==> src/rtl/trap_pkg.sv <==
// Shared types and constants for the machine-mode trap sequencer.
package trap_pkg;

  typedef enum logic [2:0] {
    ST_IDLE,
    ST_TRAP_ENTER,
    ST_RETURN,
    ST_WFI_WAIT,
    ST_REDIRECT
  } trap_state_t;

  localparam logic [11:0] CSR_MSTATUS = 12'h300;
  localparam logic [11:0] CSR_MTVEC   = 12'h305;
  localparam logic [11:0] CSR_MEPC    = 12'h341;
  localparam logic [11:0] CSR_MCAUSE  = 12'h342;

  localparam logic [5:0] EXC_EBREAK  = 6'd3;
  localparam logic [5:0] EXC_ECALL_M = 6'd11;
  localparam logic [5:0] IRQ_TIMER   = 6'd7;
  localparam logic [5:0] IRQ_EXT     = 6'd11;

  localparam int XLEN_DEFAULT  = 32;
  localparam int INTERRUPT_BIT = XLEN_DEFAULT - 1;
  localparam int MSTATUS_MIE   = 3;
  localparam int MSTATUS_MPIE  = 7;

endpackage

==> src/rtl/trap_csr_file.sv <==
// mepc/mcause/mtvec/mstatus storage; hardware trap/return updates take priority
// over software CSR writes to the same register.
module trap_csr_file
  import trap_pkg::*;
#(
  parameter int              XLEN        = 32,
  parameter logic [XLEN-1:0] RESET_MTVEC = 32'h0000_0100
) (
  input  logic            clk,
  input  logic            reset,
  input  logic            i_csr_we,
  input  logic [11:0]     i_csr_addr,
  input  logic [XLEN-1:0] i_csr_wdata,
  input  logic            i_trap_en,
  input  logic [XLEN-1:0] i_trap_epc,
  input  logic [XLEN-1:0] i_trap_cause,
  input  logic            i_ret_en,
  output logic [XLEN-1:0] o_mepc,
  output logic [XLEN-1:0] o_mcause,
  output logic [XLEN-1:0] o_mtvec,
  output logic [XLEN-1:0] o_mstatus,
  output logic            o_mie
);

  localparam logic [XLEN-1:0] ALIGN_MASK = ~XLEN'(3);

  logic [XLEN-1:0] r_mepc, r_mcause, r_mtvec;
  logic            r_mie, r_mpie;

  always_ff @(posedge clk or posedge reset) begin
    if (reset) begin
      r_mepc   <= '0;
      r_mcause <= '0;
      r_mtvec  <= RESET_MTVEC & ALIGN_MASK;
      r_mie    <= 1'b0;
      r_mpie   <= 1'b0;
    end else begin
      if (i_trap_en)
        r_mepc <= i_trap_epc & ALIGN_MASK;
      else if (i_csr_we && i_csr_addr == CSR_MEPC)
        r_mepc <= i_csr_wdata & ALIGN_MASK;

      if (i_trap_en)
        r_mcause <= i_trap_cause;
      else if (i_csr_we && i_csr_addr == CSR_MCAUSE)
        r_mcause <= i_csr_wdata;

      // Direct mode only: mode bits are hardwired to zero.
      if (i_csr_we && i_csr_addr == CSR_MTVEC)
        r_mtvec <= i_csr_wdata & ALIGN_MASK;

      if (i_trap_en) begin
        r_mpie <= r_mie;
        r_mie  <= 1'b0;
      end else if (i_ret_en) begin
        r_mie  <= r_mpie;
        r_mpie <= 1'b1;
      end else if (i_csr_we && i_csr_addr == CSR_MSTATUS) begin
        r_mie  <= i_csr_wdata[MSTATUS_MIE];
        r_mpie <= i_csr_wdata[MSTATUS_MPIE];
      end
    end
  end

  always_comb begin
    o_mstatus               = '0;
    o_mstatus[MSTATUS_MIE]  = r_mie;
    o_mstatus[MSTATUS_MPIE] = r_mpie;
  end

  assign o_mepc   = r_mepc;
  assign o_mcause = r_mcause;
  assign o_mtvec  = r_mtvec;
  assign o_mie    = r_mie;

endmodule

==> src/rtl/trap_sequencer.sv <==
// Machine-mode trap sequencer: takes exceptions, mret, wfi and interrupts,
// flushes the pipe, updates CSRs and issues a one-cycle PC redirect.
module trap_sequencer
  import trap_pkg::*;
#(
  parameter int              XLEN        = 32,
  parameter logic [XLEN-1:0] RESET_MTVEC = 32'h0000_0100
) (
  input  logic            clk,
  input  logic            reset,
  input  logic            instr_valid,
  input  logic [XLEN-1:0] instr_pc,
  input  logic            exception_valid_in,
  input  logic [5:0]      exception_num_in,
  input  logic            exception_return_valid_in,
  input  logic            wfi_valid_in,
  input  logic            ext_irq,
  input  logic            timer_irq,
  input  logic            csr_write_valid,
  input  logic [11:0]     csr_addr,
  input  logic [XLEN-1:0] csr_wdata,
  output logic            stall_out,
  output logic            flush_out,
  output logic            pc_redirect_valid,
  output logic [XLEN-1:0] pc_redirect,
  output logic [XLEN-1:0] mepc_out,
  output logic [XLEN-1:0] mcause_out,
  output logic [XLEN-1:0] mtvec_out,
  output logic [XLEN-1:0] mstatus_out
);

  localparam logic [XLEN-1:0] CAUSE_EXT   = {1'b1, {(XLEN-7){1'b0}}, IRQ_EXT};
  localparam logic [XLEN-1:0] CAUSE_TIMER = {1'b1, {(XLEN-7){1'b0}}, IRQ_TIMER};

  trap_state_t     r_state, w_next;
  logic [XLEN-1:0] r_epc, r_cause, r_target;
  logic [XLEN-1:0] w_exc_cause, w_irq_cause, w_resume;
  logic            w_ev_exc, w_ev_mret, w_ev_wfi, w_ev_any, w_irq, w_mie;
  logic            w_csr_we, w_trap_en, w_ret_en;

  // Priority among retiring strobes: exception > mret > wfi.
  assign w_ev_exc    = instr_valid & exception_valid_in;
  assign w_ev_mret   = instr_valid & exception_return_valid_in & ~exception_valid_in;
  assign w_ev_wfi    = instr_valid & wfi_valid_in & ~exception_valid_in
                       & ~exception_return_valid_in;
  assign w_ev_any    = w_ev_exc | w_ev_mret | w_ev_wfi;
  assign w_irq       = ext_irq | timer_irq;
  assign w_irq_cause = ext_irq ? CAUSE_EXT : CAUSE_TIMER;
  assign w_exc_cause = {{(XLEN-6){1'b0}}, exception_num_in};
  assign w_resume    = instr_pc + XLEN'(4);
  assign w_csr_we    = csr_write_valid & (r_state == ST_IDLE || r_state == ST_WFI_WAIT);
  assign w_trap_en   = (r_state == ST_TRAP_ENTER);
  assign w_ret_en    = (r_state == ST_RETURN);

  always_ff @(posedge clk or posedge reset) begin
    if (reset) r_state <= ST_IDLE;
    else       r_state <= w_next;
  end

  always_comb begin
    w_next = r_state;
    case (r_state)
      ST_IDLE: begin
        if      (w_ev_exc)       w_next = ST_TRAP_ENTER;
        else if (w_ev_mret)      w_next = ST_RETURN;
        else if (w_ev_wfi)       w_next = ST_WFI_WAIT;
        else if (w_mie && w_irq) w_next = ST_TRAP_ENTER;
      end
      ST_TRAP_ENTER: w_next = ST_REDIRECT;
      ST_RETURN:     w_next = ST_REDIRECT;
      ST_WFI_WAIT:   if (w_irq) w_next = w_mie ? ST_TRAP_ENTER : ST_REDIRECT;
      ST_REDIRECT:   w_next = ST_IDLE;
      default:       w_next = ST_IDLE;
    endcase
  end

  always_comb begin
    stall_out         = 1'b0;
    flush_out         = 1'b0;
    pc_redirect_valid = 1'b0;
    pc_redirect       = '0;
    case (r_state)
      ST_TRAP_ENTER, ST_RETURN: begin
        stall_out = 1'b1;
        flush_out = 1'b1;
      end
      ST_WFI_WAIT: stall_out = 1'b1;
      ST_REDIRECT: begin
        stall_out         = 1'b1;
        pc_redirect_valid = 1'b1;
        pc_redirect       = r_target;
      end
      default: ;
    endcase
  end

  // Latched trap context and redirect target.
  always_ff @(posedge clk or posedge reset) begin
    if (reset) begin
      r_epc    <= '0;
      r_cause  <= '0;
      r_target <= '0;
    end else begin
      case (r_state)
        ST_IDLE: begin
          if (w_ev_exc) begin
            r_epc   <= instr_pc;
            r_cause <= w_exc_cause;
          end else if (w_ev_wfi) begin
            r_epc <= w_resume;
          end else if (!w_ev_any && w_mie && w_irq) begin
            r_epc   <= instr_pc;
            r_cause <= w_irq_cause;
          end
        end
        ST_WFI_WAIT: begin
          if (w_irq && w_mie)  r_cause  <= w_irq_cause;
          else if (w_irq)      r_target <= r_epc;
        end
        ST_TRAP_ENTER: r_target <= {mtvec_out[XLEN-1:2], 2'b00};
        ST_RETURN:     r_target <= mepc_out;
        default: ;
      endcase
    end
  end

  trap_csr_file #(
    .XLEN        (XLEN),
    .RESET_MTVEC (RESET_MTVEC)
  ) u_csr (
    .clk          (clk),
    .reset        (reset),
    .i_csr_we     (w_csr_we),
    .i_csr_addr   (csr_addr),
    .i_csr_wdata  (csr_wdata),
    .i_trap_en    (w_trap_en),
    .i_trap_epc   (r_epc),
    .i_trap_cause (r_cause),
    .i_ret_en     (w_ret_en),
    .o_mepc       (mepc_out),
    .o_mcause     (mcause_out),
    .o_mtvec      (mtvec_out),
    .o_mstatus    (mstatus_out),
    .o_mie        (w_mie)
  );

endmodule

==> config.mk <==
export PLATFORM = sky130hd
export DESIGN_NAME = trap_sequencer
export DESIGN_NICKNAME = d
export VERILOG_FILES = /design/src/rtl/trap_pkg.sv /design/src/rtl/trap_csr_file.sv /design/src/rtl/trap_sequencer.sv
export SDC_FILE = /design/constraint.sdc
export NUM_CORES = 1
export LEC_CHECK = 0
export ABC_AREA = 1
export CAP_MARGIN = 20
export CORE_MARGIN = 3
export CORE_UTILIZATION = 44
export CTS_CLUSTER_DIAMETER = 60
export DETAILED_ROUTE_END_ITERATION = 8
export GPL_ROUTABILITY_DRIVEN = 0
export MAX_ROUTING_LAYER = met4
export PLACE_DENSITY = 0.88
export SLEW_MARGIN = 20
export SYNTH_ARGS = -nofsm -noshare
export SYNTH_HDL_FRONTEND = slang
export SYNTH_SLANG_ARGS = --single-unit
==> constraint.sdc <==
create_clock -name clk -period 5.25 [get_ports clk]
set_input_delay 0.7875 -clock clk [delete_from_list [all_inputs] [get_ports clk]]
set_output_delay 0.7875 -clock clk [all_outputs]
set_load 0.02 [all_outputs]
Word level (Yosys, flattened, before mapping)
Cells that the tools add are included.
{"block": "totals", "ff_bits": 195, "inputBits": 91, "output_inout_bits": 163, "wordCells": 91}
{"block": "op_classes", "n_addsub": 1, "n_eq_ne": 14, "n_mux": 33, "bitwise_logic": 12, "n_reduce_logical": 22}
{"operator": "32-bit 2-to-1 mux", "count": 14}
{"operator": "32-bit one-hot mux with 3 select lines", "count": 1}
{"operator": "32-bit one-hot mux with 2 select lines", "count": 1}
{"operator": "12-bit by 10-bit == test with 1-bit output (second input constant)", "count": 4}
{"operator": "32-bit by 3-bit adder with 32-bit output (second input constant)", "count": 1}
{"operator": "3-bit 2-to-1 mux", "count": 6}
{"operator": "1-bit 2-to-1 mux", "count": 9}
{"operator": "3-bit one-hot mux with 3 select lines", "count": 1}
{"operator": "3-bit nonzero test", "count": 3}
{"operator": "1-bit bitwise AND", "count": 7}
{"operator": "1-bit logical AND", "count": 7}
{"operator": "3-bit by 2-bit == test with 1-bit output (second input constant)", "count": 2}
{"operator": "2-bit nonzero test", "count": 3}
{"operator": "5-bit by 4-bit inequality test with 1-bit output (second input constant)", "count": 1}
{"operator": "4-bit 2-to-1 mux", "count": 1}
{"operator": "2-bit inequality test (second input constant)", "count": 2}
{"operator": "2-bit AND reduction", "count": 2}
{"operator": "4-bit AND reduction", "count": 1}
{"operator": "4-bit OR reduction", "count": 1}
{"operator": "3-bit by 1-bit == test with 1-bit output (second input constant)", "count": 1}
{"operator": "3-bit == test (second input constant)", "count": 1}
{"operator": "3-bit logical NOT", "count": 1}
{"operator": "3-bit by 2-bit inequality test with 1-bit output (second input constant)", "count": 1}
{"operator": "3-bit inequality test (second input constant)", "count": 1}
{"operator": "other kinds (7)", "count": 10}

Longest topological paths before layout
{"block": "depth", "ltp_word": 11, "depth_mapped": 10, "depth_no_buf": 9}

By module
From an unflattened synthesis, not the netlist that was laid out.
{"block": "hier_totals", "cells_unflattened": 1361, "area_unflattened_um2": 9452.8}
{"module": "trap_csr_file", "instances": 1, "cells_per_inst": 646, "area_each_um2": 4740.8}
{"module": "trap_sequencer", "instances": 1, "cells_per_inst": 715, "area_each_um2": 4712.0}

Least setup slack after synthesis
OpenSTA, ideal clock, no wires.
{"block": "synth_path", "kind": "reg2out", "from": "reg r_state[1]", "to": "out pc_redirect[10]", "arrival_time_ps": 1612, "slack_ps": 2851, "stages_incl_launch_ff": 7, "n_path_buf": 1, "path_cell_list": "dfrtp_1 -> inv_1 -> nand2_1 -> nor2_1 -> inv_1 -> buf_1 -> nor2_1"}
{"block": "synth_via", "elab_chain_len": 2}
{"element": "start, declared", "line": "trap_sequencer.sv:35", "text": "trap_state_t r_state, w_next;"}
{"element": "start signal, assigned", "line": "trap_sequencer.sv:57", "text": "else r_state <= w_next;"}
{"element": "3-bit == test", "line": "trap_sequencer.sv:82", "text": "case (r_state)"}
{"element": "32-bit 2-to-1 mux", "line": "trap_sequencer.sv:82"}
{"element": "end, declared", "line": "trap_sequencer.sv:25", "text": "output logic [XLEN-1:0] pc_redirect,"}
No other way between the ends.

Final worst setup path
{"block": "layout_path", "from": "reg r_state[1]", "to": "out flush_out"}
{"block": "layout_via", "elab_chain_len": 3}
{"element": "3-bit by 2-bit == test with 1-bit output / 3-bit by 1-bit == test with 1-bit output (equally long branches)", "line": "trap_sequencer.sv:82"}
{"element": "2-bit OR reduction (no source line) (*)"}
{"element": "1-bit 2-to-1 mux (*)", "line": "trap_sequencer.sv:82"}
{"element": "end, declared", "line": "trap_sequencer.sv:23", "text": "output logic flush_out,"}
Mark *: on every way between the ends. The rest lies on a longest branch, timed or not.

==> key figures <==
GRT
  – Number of global-route vias before repair: roughly 8,100
  – Global-route wire length before repair: 42,000 um
  – Total global routing track utilization: 24.5%
  – Global route overflow: 0
  – Initial antenna violation count: 1
  – Pin count of the biggest net entering global routing: roughly 170

Floorplanning
  – Die width: 149 um
  – Floorplan Core Area: 19,800 um2
  – Die Footprint: 22,300 um2
  – Number of primary I/O pins: 254
  – Effective utilization at floorplan: 45.6%
  – Die Height: 149 um
  – Floorplan row count: 51

Clock tree
  – Level count of the clock H-tree: 4
  – TritonCTS clock tree: done
  – Num CTS Buffers: 17
  – Maximum clock insertion buffer count: 2
  – Clock Tree Root: clkbuf_16
  – Insertion delay to the later sink of the worst-skew pair: 0.42 ns
  – Number of hold buffers added after cts: 0
  – Quantity of gates resized following cts: 0
  – Clock sink total: 168
  – Reg clk slew, reported paths: 0.06 ns
  – Post-CTS Setup Inserts: 0

Synth
  – Distinct cell type count after synthesis: 41
  – Synth Cell Area: roughly 9000 um2
  – Count of flip-flops with a built-in enable after synthesis: 0
  – Number of synthesized register bits: approximately 170
  – Synthesis Warnings: 0
  – Top flip-flop cell by instance count after synthesis: dfrtp_1
  – Mean cell area of the mapped netlist: 7.46 um2
  – Cell count after synthesis: around 1,200
  – Share of flip-flops with an asynchronous set or reset: 100%
  – Sequential share of the synthesized area: 46.6%

Routing
  – Router iterations before antenna repair: 6
  – Remaining number of nets flagged by the antenna check after routing: 0
  – Via density per instance: 5.16
  – Total detailed-routing wirelength: 26,600 um
  – Via count: 8,653
  – Routed wirelength normalized by instance count: approximately 16 um
  – DRC violation count after routing: 0
  – Count of routing violations after the opening detailed-route iteration: 717

Placed design
  – # port buffers: 219
  – Half-perimeter wire length after detailed placement: approximately 20,000 um
  – Placement Setup Slack: about 1.8 ns
  – Instance count after placement with tap cells included: 1,643

Final layout
  – Relative area change from synthesis to final layout: 31.0%
  – Fin nets: 1,489
  – Final-layout fill cell count: 1,715
  – Most used cells in the layout excluding fill and tap cells: nand2_1 (260), clkdlybuf4s50_1 (219), inv_1 (201)
  – Number of non-filler instances in the completed layout: 1,676
  – Proportion of layout cells with a drive suffix above 1: 4.11%
  – Most frequent standard cell in the layout excluding fill and tap cells: nand2_1

Timing
  – Fin crit share: 73.9%
  – Final setup violation count: 0
  – Final worst path period need: 3.88 ns
  – Setup slack after layout: 1.37 ns
  – RSZ-0062 raised after global routing: false
  – Final-report hold violation count: 0
  – Final-report max-slew violation count: 0
  – Worst-case hold slack: 0.489 ns
  – Setup TNS: 0 ns
  – Max Clock Freq: 0.258 GHz
  – Measured slew at the worst slew-check pin: about 1.0 ns
  – Worst-case headroom to the max-slew limit: 32.6%
  – Clock tree skew after final layout: 0.00845 ns

Setup path
  – Element type at the critical path start: register
  – Required time of the critical path: 4.46 ns
  – Crit path kind: reg2out
  – Data arrival time of the critical path: 3.09 ns
  – Largest fanout on the critical path: 64
  – Type of destination of the critical path: output pin

Run
  – Max cap viols: 0

Pwr
  – IR Drop Worst-Case VDD: 203 uV
  – Power per Cell Area: 463 nW/um2
  – Total power consumption of the routed design: around 5.5 mW
  – Total leakage power: between 5 and 6 nW

Status
  – Outcome: finished, final reports clean

Min path
  – Worst hold path type: reg2reg
## cells in the mapped netlist, drive strengths merged (5+ instances only)
cell / number / area, um2
o21bai: 5 / 37.5
inv: 206 / 773
buf: 74 / 479
nand3: 99 / 523
o221ai: 9 / 78.8
dfrtp: 167 / 4180
o22ai: 22 / 138
nand4: 16 / 121
xor2: 6 / 52.6
nor2: 102 / 390
clkbuf: 18 / 67.6
a21oi: 8 / 51.3
nand2: 262 / 988
o21ai: 196 / 981
## cells by family after synthesis
family / share of synthesized area [%]
simple gates: 23.2
buf+inv: 14.7
compound gates: 14.6
flops: 46.6
xor+xnor: 0.776
fa+ha+maj: 0.139
other cells: 0.0415
## final cells by class
type	count	area [um2]	share of cell area, %
diodes	1	2.50	0.0212
multi-input cells	776	3630	30.7
clock inverters	9	114	0.962
flip-flops and latches	168	4210	35.5
clock buffers	23	498	4.21
inverters	207	781	6.60
well taps	265	332	2.80
repair buffers	227	2260	19.1
## sequential cells by signal (all words and copies together), names as in the netlist
signal	count
r_cause	7
r_epc	32
r_state	3
r_target	32
u_csr.o_mcause	32
u_csr.o_mepc	30
u_csr.o_mie	1
u_csr.o_mtvec	30
u_csr.r_mpie	1
## power by group
group / internal (mW) / switching (mW)
logic: 0.797 / 1.49
clock network: 0.767 / 0.508
registers: 1.69 / 0.230
total: 3.26 / 2.22
## routing by layer
metal	track usage, %	wire, um
met1	32.8	11300
met2	36.9	12300
met3	4.16	1960
met4	10.6	931
met5	-	0
## critical path, cell delays in order (launching register included)
cell and delay, ns:
dfrtp_1 0.42, inv_1 0.16, nand3_4 0.54, nand2_2 0.50, buf_4 0.35, clkdlybuf4s50_1 0.69
## path summary, 6_finish.rpt
path | startpoint | cells past startpoint | slack [ns] | to
worst max-delay path | r_state[1] | 5 | 1.37 | flush_out
worst min-delay path | u_csr.o_mtvec[8] | 2 | 0.49 | u_csr.o_mtvec[8]
worst max register to register | r_state[1] | 8 | 2.42 | r_target[28]
worst min register to register | u_csr.o_mtvec[8] | 2 | 0.49 | u_csr.o_mtvec[8]
max in group asynchronous | reset | 3 | 3.58 | u_csr.o_mcause[9]
min in group asynchronous | reset | 3 | 0.96 | r_target[21]
## stage by stage
step                utilization, %  cell area [um2]
floorplan                        -             9160
global placement              56.7            11200
detailed placement            56.7            11200
CTS                           59.8            11800
global route                  59.8            11800
finish                        59.8            11800
(Power assumes the default switching activity.)
